[config.mk]
export PLATFORM = sky130hd
export DESIGN_NAME = driver_lampada_pwm_flat
export DESIGN_NICKNAME = d
export VERILOG_FILES = /design/src/rtl/driver_lampada_pwm_pkg.sv /design/src/rtl/driver_lampada_pwm_if.sv /design/src/rtl/driver_lampada_pwm_gerador_pwm.sv /design/src/rtl/driver_lampada_pwm.sv /design/src/flat_wrapper.sv
export SDC_FILE = /design/constraint.sdc
export NUM_CORES = 1
export LEC_CHECK = 0
export ABC_AREA = 1
export CORE_UTILIZATION = 51
export DETAILED_ROUTE_END_ITERATION = 16
export PLACE_DENSITY = 0.84
export SLEW_MARGIN = 40
export SYNTH_ARGS = -nofsm -noshare
export SYNTH_HDL_FRONTEND = slang
export SYNTH_SLANG_ARGS = --single-unit
[constraint.sdc]
create_clock -name clk -period 3 [get_ports clk]
set_input_delay 0.9 -clock clk [delete_from_list [all_inputs] [get_ports clk]]
set_output_delay 0.9 -clock clk [all_outputs]
set_load 0.005 [all_outputs]
[src/rtl/driver_lampada_pwm_pkg.sv]
// Shared types for the soft-start / soft-stop PWM lamp driver.
// Latency: n/a (types and helpers only).
// Backpressure: n/a.
//
// Contents: ramp state enum and a helper that tells whether a state is ramping.
package lampada_pkg;

  typedef enum logic [1:0] {
    REPOUSO  = 2'd0,  // lamp off, duty==0 and target==0
    SUBINDO  = 2'd1,  // ramping up towards target
    ACESA    = 2'd2,  // lamp on, duty==target!=0
    DESCENDO = 2'd3   // ramping down towards target
  } estado_lampada_t;

  function automatic logic em_rampa(input estado_lampada_t e);
    return (e == SUBINDO) || (e == DESCENDO);
  endfunction

endpackage

[src/rtl/driver_lampada_pwm_if.sv]
// Lamp request / lamp drive bundle between the controller side and the PWM driver.
// Latency: n/a (wires only).
// Backpressure: none; liga/nivel are level signals sampled every cycle.
//
// Signals: liga (on request), nivel (target brightness), pwm_out (lamp pin),
//          duty (current duty), estavel (no ramp running), ocupado (ramping).
interface driver_lampada_pwm_if #(
  parameter int PWM_BITS = 8
) ();

  logic                liga;
  logic [PWM_BITS-1:0] nivel;
  logic                pwm_out;
  logic [PWM_BITS-1:0] duty;
  logic                estavel;
  logic                ocupado;

  // Controller side: issues the request, observes lamp status.
  modport master (
    output liga, nivel,
    input  pwm_out, duty, estavel, ocupado
  );

  // Driver side: consumes the request, drives lamp and status.
  modport slave (
    input  liga, nivel,
    output pwm_out, duty, estavel, ocupado
  );

endinterface

[src/rtl/driver_lampada_pwm_gerador_pwm.sv]
// Free-running PWM generator: counter 0..2^PWM_BITS-2, pwm_out = (counter < duty).
// Latency: one cycle from counter/duty to pwm_out.
// Backpressure: none; duty changes apply at the next compare, no period alignment.
//
// Ports: clk, rst (sync, active-high), duty (compare level), pwm_out (registered drive).
module gerador_pwm #(
  parameter int PWM_BITS = 8
) (
  input  logic                clk,
  input  logic                rst,
  input  logic [PWM_BITS-1:0] duty,
  output logic                pwm_out
);

  // The period is 2^PWM_BITS-1 so that the all-ones duty gives a constant-high output.
  localparam logic [PWM_BITS-1:0] CNT_MAX = {{(PWM_BITS-1){1'b1}}, 1'b0};

  logic [PWM_BITS-1:0] contador;

  always_ff @(posedge clk) begin
    if (rst) begin
      contador <= '0;
      pwm_out  <= 1'b0;
    end else begin
      contador <= (contador == CNT_MAX) ? '0 : contador + 1'b1;
      pwm_out  <= (contador < duty);
    end
  end

endmodule

[src/rtl/driver_lampada_pwm.sv]
// Soft-start/soft-stop lamp driver: ramps duty one LSB every RAMP_STEP_T cycles toward
// liga ? nivel : 0. Latency: state follows liga/nivel on the next edge; duty reaches N
// after N*RAMP_STEP_T edges. Backpressure: none; inputs are level-sampled every cycle.
//
// Ports: clk, rst (sync, active-high), bus (slave modport: liga, nivel in;
//        pwm_out, duty, estavel, ocupado out).
module driver_lampada_pwm
  import lampada_pkg::*;
#(
  parameter int PWM_BITS    = 8,
  parameter int RAMP_STEP_T = 20
) (
  input  logic                  clk,
  input  logic                  rst,
  driver_lampada_pwm_if.slave   bus
);

  localparam int TW = $clog2(RAMP_STEP_T + 1);
  localparam logic [TW-1:0] TMAX = TW'(RAMP_STEP_T - 1);

  estado_lampada_t     estado, estado_prox;
  logic [PWM_BITS-1:0] duty, duty_prox;
  logic [TW-1:0]       timer, timer_prox;
  logic [PWM_BITS-1:0] alvo;
  logic                passo;
  logic                reversao;
  logic                pwm_w;

  always_comb begin
    alvo        = bus.liga ? bus.nivel : '0;
    duty_prox   = duty;
    estado_prox = estado;
    timer_prox  = '0;
    reversao    = 1'b0;

    // A step fires on the last timer count in the direction latched last cycle, even if
    // the target moved this cycle; it is dropped only when duty already sits on target.
    passo = em_rampa(estado) && (timer == TMAX) && (duty != alvo);
    if (passo) begin
      duty_prox = (estado == SUBINDO) ? duty + 1'b1 : duty - 1'b1;
    end

    if (duty_prox < alvo) begin
      estado_prox = SUBINDO;
    end else if (duty_prox > alvo) begin
      estado_prox = DESCENDO;
    end else if (alvo == '0) begin
      estado_prox = REPOUSO;
    end else begin
      estado_prox = ACESA;
    end

    reversao = ((estado == SUBINDO)  && (estado_prox == DESCENDO)) ||
               ((estado == DESCENDO) && (estado_prox == SUBINDO));

    // Timer keeps counting only while staying in the same ramp direction; entering a ramp,
    // reversing, wrapping after a step, or settling all restart it from zero.
    if (em_rampa(estado_prox) && em_rampa(estado) && !reversao && (timer != TMAX)) begin
      timer_prox = timer + 1'b1;
    end
  end

  always_ff @(posedge clk) begin
    if (rst) begin
      estado <= REPOUSO;
      duty   <= '0;
      timer  <= '0;
    end else begin
      estado <= estado_prox;
      duty   <= duty_prox;
      timer  <= timer_prox;
    end
  end

  gerador_pwm #(
    .PWM_BITS (PWM_BITS)
  ) u_pwm (
    .clk     (clk),
    .rst     (rst),
    .duty    (duty),
    .pwm_out (pwm_w)
  );

  assign bus.pwm_out = pwm_w;
  assign bus.duty    = duty;
  assign bus.estavel = !em_rampa(estado);
  assign bus.ocupado = em_rampa(estado);

endmodule

[src/flat_wrapper.sv]
// flat-port wrapper written by rule: the top's interface ports become plain ports
module driver_lampada_pwm_flat import lampada_pkg::*;
#(
  parameter int PWM_BITS    = 8,
  parameter int RAMP_STEP_T = 20
)
  (clk, rst, bus_liga, bus_nivel, bus_pwm_out, bus_duty, bus_estavel, bus_ocupado);
  driver_lampada_pwm_if #(.PWM_BITS(PWM_BITS)) bus_i ();
  input  logic clk;
  input  logic rst;
  input wire logic [$bits(bus_i.liga)-1:0] bus_liga;
  input wire logic [$bits(bus_i.nivel)-1:0] bus_nivel;
  output wire logic [$bits(bus_i.pwm_out)-1:0] bus_pwm_out;
  output wire logic [$bits(bus_i.duty)-1:0] bus_duty;
  output wire logic [$bits(bus_i.estavel)-1:0] bus_estavel;
  output wire logic [$bits(bus_i.ocupado)-1:0] bus_ocupado;
  assign bus_i.liga = bus_liga;
  assign bus_i.nivel = bus_nivel;
  assign bus_pwm_out = bus_i.pwm_out;
  assign bus_duty = bus_i.duty;
  assign bus_estavel = bus_i.estavel;
  assign bus_ocupado = bus_i.ocupado;
  driver_lampada_pwm #(.PWM_BITS(PWM_BITS), .RAMP_STEP_T(RAMP_STEP_T)) u_core (.clk(clk), .rst(rst), .bus(bus_i));
endmodule
[Yosys cells after proc, flatten, opt, wreduce, memory -nomap -nowiden]
Cells that the tools add are included.
Operators by class
  add/sub/neg operators: 4
  $lt $le $gt $ge: 3
  equal/unequal tests: 8
  muxes and demuxes: 6
  bitwise logic cells: 1
  reduce and logical (&&, ||, !) cells: 15
Operators by type and width (count)
  two-way mux 8 bit: 3
  adder 8 x 1 -> 8 bit, second input constant: 2
  < comparator 8 bit: 2
  equality test 8 bit, second input constant: 1
  greater-than comparator 8 bit: 1
  zero test 8 bit: 1
  inequality test 8 bit: 1
  subtractor 8 x 1 -> 8 bit, second input constant: 1
  logical AND 1 bit: 7
  two-way mux 2 bit: 3
  adder 5 x 1 -> 5 bit, second input constant: 1
  equality test 5 bit, second input constant: 1
  inequality test 5 bit, second input constant: 1
  equality test 2 x 1 -> 1 bit, second input constant: 2
  equality test 2 bit, second input constant: 2
  OR reduction 2 bit: 2
  logical OR 1 bit: 3
  zero test 1 bit: 2
  NOT 1 bit: 1
Word-level totals
  bits in registers: 24
  bits of input ports: 11
  output and inout bits: 11
  logic and storage cells: 42

[Depth between registers and ports, before layout]
  depth after elaboration: 16
  mapped depth: 22
  depth with buffers taken out: 21

[Hierarchy]
Synthesis repeated with hierarchy kept, for this count alone.
Unflattened totals
  cell total of the unflattened synthesis: 299
  area total of the unflattened synthesis: 1983.2 µm²
Modules (own cells, without submodules)
  driver_lampada_pwm: instances 1, cells each 222, area each 1408.9 µm², sequential area each 300.3 µm²
  gerador_pwm: instances 1, cells each 77, area each 574.3 µm², sequential area each 180.2 µm²

[Least setup slack after synthesis]
OpenSTA, ideal clock, no wires.
  path kind: input port to flip-flop
  from: in bus_liga
  to: reg u_core.timer[0]
  setup time: 78 ps
  data arrival time: 2740 ps
  required time: 2922 ps
  setup slack: 182 ps
  stages: 17
  buffers on the path: 2
  cells stage by stage: buf_6 -> buf_12 -> nand3_1 -> nand3_2 -> nor2_4 -> nand2_4 -> nand2_4 -> nand2_1 -> nand2_1 -> inv_1 -> ha_1 -> a21o_1 -> nor2_1 -> nand2_1 -> nand2_1 -> nand3_1 -> nor3_1
On the way
  word-level cells in the longest chain between the ends: 15
  elaborated cells between the ends (all ways): 22
  classes of those cells: order compare: 2; eq/ne: 3; mux: 5; bitwise: 1; reduce/logical: 11
RTL lines
  start, declared: RTL line flat_wrapper.sv:11  | input wire logic [$bits(bus_i.liga)-1:0] bus_liga;
  two-way mux 8 bit *: RTL line driver_lampada_pwm.sv:30  | alvo = bus.liga ? bus.nivel : '0;
  inequality test 8 bit *: RTL line driver_lampada_pwm.sv:38  | passo = em_rampa(estado) && (timer == TMAX) && (duty != alvo);
  logical AND 1 bit *: RTL line driver_lampada_pwm.sv:38
  two-way mux 8 bit *: RTL line driver_lampada_pwm.sv:39  | if (passo) begin
  via u_core.duty_prox[7]: RTL line driver_lampada_pwm.sv:22  | logic [PWM_BITS-1:0] duty, duty_prox;
  greater-than comparator 8 bit: RTL line driver_lampada_pwm.sv:45  | end else if (duty_prox > alvo) begin
  two-way mux 2 bit: RTL line driver_lampada_pwm.sv:45
  two-way mux 2 bit *: RTL line driver_lampada_pwm.sv:43  | if (duty_prox < alvo) begin
  equality test 2 bit / equality test 2 x 1 -> 1 bit (equally long branches): RTL line driver_lampada_pwm_pkg.sv:16, driver_lampada_pwm.sv:53, driver_lampada_pwm.sv:54
  logical AND 1 bit, on equally long branches: RTL line driver_lampada_pwm.sv:53, driver_lampada_pwm.sv:54
  logical OR 1 bit: RTL line driver_lampada_pwm.sv:53  | reversao = ((estado == SUBINDO) && (estado_prox == DESCENDO)) ||
  zero test 1 bit: RTL line driver_lampada_pwm.sv:58  | if (em_rampa(estado_prox) && em_rampa(estado) && !reversao && (timer != TMAX)) begin
  logical AND 1 bit * (2 in series): RTL line driver_lampada_pwm.sv:58
  NOT 1 bit (no source line) *
  OR reduction 2 bit (no source line) *
  end signal, assigned: RTL line driver_lampada_pwm.sv:71  | timer <= timer_prox;
  end, declared: RTL line driver_lampada_pwm.sv:23  | logic [TW-1:0] timer, timer_prox;
Mark *: on every way through the listed nets, which the timed path passes. The rest lies on a longest branch.
A chain may end at the register's enable or synchronous reset.

[Worst setup path in the final report]
  from: in bus_nivel[5]
  to: reg u_core.timer[2]
On the way
  word-level cells in the longest chain between the ends: 15
  elaborated cells between the ends (all ways): 22
  classes of those cells: order compare: 2; eq/ne: 3; mux: 5; bitwise: 1; reduce/logical: 11
RTL lines
  start, declared: RTL line flat_wrapper.sv:12  | input wire logic [$bits(bus_i.nivel)-1:0] bus_nivel;
  two-way mux 8 bit *: RTL line driver_lampada_pwm.sv:30
  inequality test 8 bit *: RTL line driver_lampada_pwm.sv:38
  logical AND 1 bit *: RTL line driver_lampada_pwm.sv:38
  two-way mux 8 bit *: RTL line driver_lampada_pwm.sv:39
  via u_core.duty_prox[6]: RTL line driver_lampada_pwm.sv:22
  greater-than comparator 8 bit: RTL line driver_lampada_pwm.sv:45
  two-way mux 2 bit: RTL line driver_lampada_pwm.sv:45
  two-way mux 2 bit *: RTL line driver_lampada_pwm.sv:43
  equality test 2 bit / equality test 2 x 1 -> 1 bit (equally long branches): RTL line driver_lampada_pwm_pkg.sv:16, driver_lampada_pwm.sv:53, driver_lampada_pwm.sv:54
  logical AND 1 bit, on equally long branches: RTL line driver_lampada_pwm.sv:53, driver_lampada_pwm.sv:54
  logical OR 1 bit: RTL line driver_lampada_pwm.sv:53
  zero test 1 bit: RTL line driver_lampada_pwm.sv:58
  logical AND 1 bit * (2 in series): RTL line driver_lampada_pwm.sv:58
  NOT 1 bit (no source line) *
  OR reduction 2 bit (no source line) *
Marks and branches as above.

==> flow_metrics.env <==
export IMPL_fin_crit_sh=1.05
export IMPL_drt_drc_violations_left=0
export IMPL_synth_distinct_cells=30
export IMPL_cts_htree_levels=1
export IMPL_critPathArrivalTime_ns=3.33
export IMPL_syn_area_per_cell_um2=6.88
export IMPL_critical_path_reg2reg_endpoint="u_core.timer[1]"
export IMPL_insertedDiodeCount=0
export IMPL_syn_to_final_growth_pct=42.1
export IMPL_finalHoldViolCount=0
export IMPL_worst_ir_drop_vdd_mv=0.205
export IMPL_endpoint="u_core.timer[2]"
export IMPL_initial_core_util=0.537
export IMPL_hold_class="register to register"
export IMPL_worst_slew_margin_rel=0.621
export IMPL_worst_slew_pin_slew_ns=0.564
export IMPL_failed_checks="negative setup slack"
export IMPL_detailed_place_hpwl_um=3960
export IMPL_clock_fmax_mhz=316
export IMPL_post_place_cells=377
export IMPL_fin_skew_ns=0.00348
export IMPL_number_of_antenna_violations_at_the_first_check_in_global_routing=0
export IMPL_count_of_nets_left_with_antenna_violations_after_detail_routing=0
export IMPL_die_x_um=64.3
export IMPL_yosysSeqAreaShare=0.243
export IMPL_post_route_utilization=0.763
export IMPL_status="finished, violations left"
export IMPL_timing_critical_path_required_ns=3.17
export IMPL_synthesized_flop_and_latch_total=24
export IMPL_die_area_mm2=0.00414
export IMPL_yosysTopAreaCellShare=0.243
export IMPL_postRouteWirelength_um=6720
export IMPL_post_drt_wl_per_cell_um=17.2
export IMPL_total_of_endpoints_with_negative_setup_slack_in_the_final_report=7
export IMPL_ys_warnings_count=0
export IMPL_clock_sinks=24
export IMPL_synth_area_top_cells="dfxtp_1 24%, ha_1 16%, nand2_1 15%, inv_1 8.0%, nand3_1 7.3%"
export IMPL_yosysTopAreaCell="dfxtp_1"
export IMPL_static_leakage_power_uw=0.00138
export IMPL_synth_most_common_cell="nand2_1"
export IMPL_ys_dominant_reg_cell="dfxtp_1"
export IMPL_gr_ovfl_total=0
export IMPL_timing_final_ws_setup_ns=-0.164
export IMPL_via_count=2240
export IMPL_grt_max_degree=15
export IMPL_synth_fp_nets=325
export IMPL_rr_startpoint="u_core.estado[1]"
export IMPL_first_global_vias=1994
export IMPL_floorplan_die_height_um=64.3
export IMPL_syn_instance_count=288
export IMPL_fin_crit_ns=3.16
export IMPL_cts_tree="done"
export IMPL_number_of_flops_mapped_to_enable_cells_by_yosys=0
export IMPL_worst_setup_path_type="primary input to register"
export IMPL_drt_iter0_drc=188
export IMPL_power_density_mw_per_mm2=286
export IMPL_drt_pre_antenna_iters=5
export IMPL_start_kind="primary input"
export IMPL_met2_length_um=3270
export IMPL_async_flop_share=0
export IMPL_insertion_delay_ns=0.27
export IMPL_route_detailed_vias_per_inst=5.74
export IMPL_setup_slack_reg_to_reg_ns=-0.12
export IMPL_fp_row_count=22
export IMPL_detailedPlace_worstSlack_ns=-0.554
export IMPL_final_layout_size_suffix_gt1_frac=0.313
export IMPL_cts_root_to_sink_buffers=2
export IMPL_report_final_slew_viol_count=0
export IMPL_place_congestion=0.894
export IMPL_final_instance_count_excl_fillers=390
export IMPL_root_buffer="clkbuf_8"
export IMPL_fin_total_pwr_uw=806
export IMPL_synthesis_area_mm2=0.00198
export IMPL_design_core_area_mm2=0.00369
export IMPL_reg2regPathDepth=18
export IMPL_path_clk_slew_ns=0.09
export IMPL_met3_length_um=485
export IMPL_timing_critical_path_fanout_max=6
export IMPL_globalRouteTotalUtil=0.264
export IMPL_worstSetupStartpoint="bus_nivel[5]"
export IMPL_numCtsBuffers=3
export IMPL_maxCapViolations=0
export IMPL_design_final_nets=380
export IMPL_buffer_ports_inserted=21
export IMPL_end_kind="register"
export IMPL_setup_tns_final_ns=-0.998
export IMPL_top_signal_layer_used="met4"
export IMPL_route_layer_met1_wl_um=2600
export IMPL_synth_top_cells_by_count="77 x nand2_1, 42 x inv_1, 29 x nand3_1"
export IMPL_design_portCount=22
export IMPL_grt_pass1_wl_um=8420
[logic make-up (layout without fill, tap and decap cells)]
kind of cell,Yosys count,count (layout),share of synthesized area
XOR/XNOR,7,7,0.0310
adder cells (fa/ha/maj),26,26,0.168
AO/OA/AOI/OAI,20,20,0.0569
flip-flops,24,24,0.243
buffers and inverters,47,101,0.104
AND/OR/NAND/NOR,164,164,0.398
[state kept, by name, indices dropped and copies added (netlist names)]
register,count
u_core.bus.duty,8
u_core.estado,2
u_core.timer,5
u_core.u_pwm.contador,8
u_core.u_pwm.pwm_out,1
[critical path: stages]
cell and delay, ns:
dlygate4sd2_1 0.29, nand2_2 0.14, nand2_1 0.14, nand2_2 0.12, nand2_4 0.06, nor2_4 0.09
nand2_4 0.09, nand2_4 0.11, buf_6 0.12, nand2_1 0.09, nand2_2 0.11, inv_1 0.08
ha_4 0.27, nand2_2 0.09, nor2_1 0.16, nand2_2 0.09, nand2_2 0.10, nand2_2 0.08
nand2_4 0.12, nor3_2 0.06
[metrics by stage]
stage	instance area, um2	hold slack, ns
floorplan	1980	0.433
global placement	2390	0.449
detailed placement	2390	0.452
CTS	2540	0.464
global route	2820	0.523
finish	2820	0.474
[report_power, final]
part | switching [uW] | internal, uW | leakage [uW]
clock | 113 | 179 | 0.0000357
combinational | 103 | 77.4 | 0.00115
sequential | 7.53 | 326 | 0.000195
[worst min-delay path by stage]
stage | from | to | slack (ns) | depth (start not counted)
floorplan | u_core.timer[0] | u_core.timer[0] | 0.43 | 1
global placement | u_core.timer[0] | u_core.timer[0] | 0.45 | 1
detailed placement | u_core.timer[0] | u_core.timer[0] | 0.45 | 1
CTS | u_core.timer[0] | u_core.timer[0] | 0.46 | 1
global route | u_core.timer[0] | u_core.timer[0] | 0.52 | 1
finish | u_core.timer[0] | u_core.timer[0] | 0.47 | 1
[final cells by class]
class                      instances  area (um2)
clock buffer                       3        41.3
clock inverter                     1        30.0
fill                             246         873
inverter                          43         161
multi-input combinational        217        1560
sequential                        24         480
tap                               48        60.1
timing repair buffer              54         478
[cells in the final DEF, fill, tap and decap left out, drive strengths merged]
cell type,netlist,routed
a21o,1,1
a21oi,14,14
a31oi,1,1
and3,1,1
buf,2,33
bufinv,0,1
clkbuf,1,4
clkdlybuf4s15,0,1
clkdlybuf4s50,0,12
dfxtp,24,24
dlygate4sd2,0,2
dlymetal6s2s,0,5
fa,1,1
ha,25,25
inv,43,43
nand2,85,85
nand3,35,35
nand3b,1,1
nand4,6,6
nor2,24,24
nor3,10,10
nor3b,2,2
o21ai,2,2
o21bai,2,2
xnor2,3,3
xor2,4,4
[what timing repair did]
action	4_1_cts	5_1_grt
resized for setup	21	51
endpoints found under the setup margin	7	7
endpoints found under the hold margin	0	0
hold buffers	0	0
setup buffers	2	7
pin swaps	6	24
[per-layer routing]
layer	up-vias	global-route usage
met4	0	0.111
li1	1040	-
met2	129	0.505
met5	-	0
met1	1029	0.289
met3	42	0.0268
No activity file was read; power rests on OpenSTA's default activity.
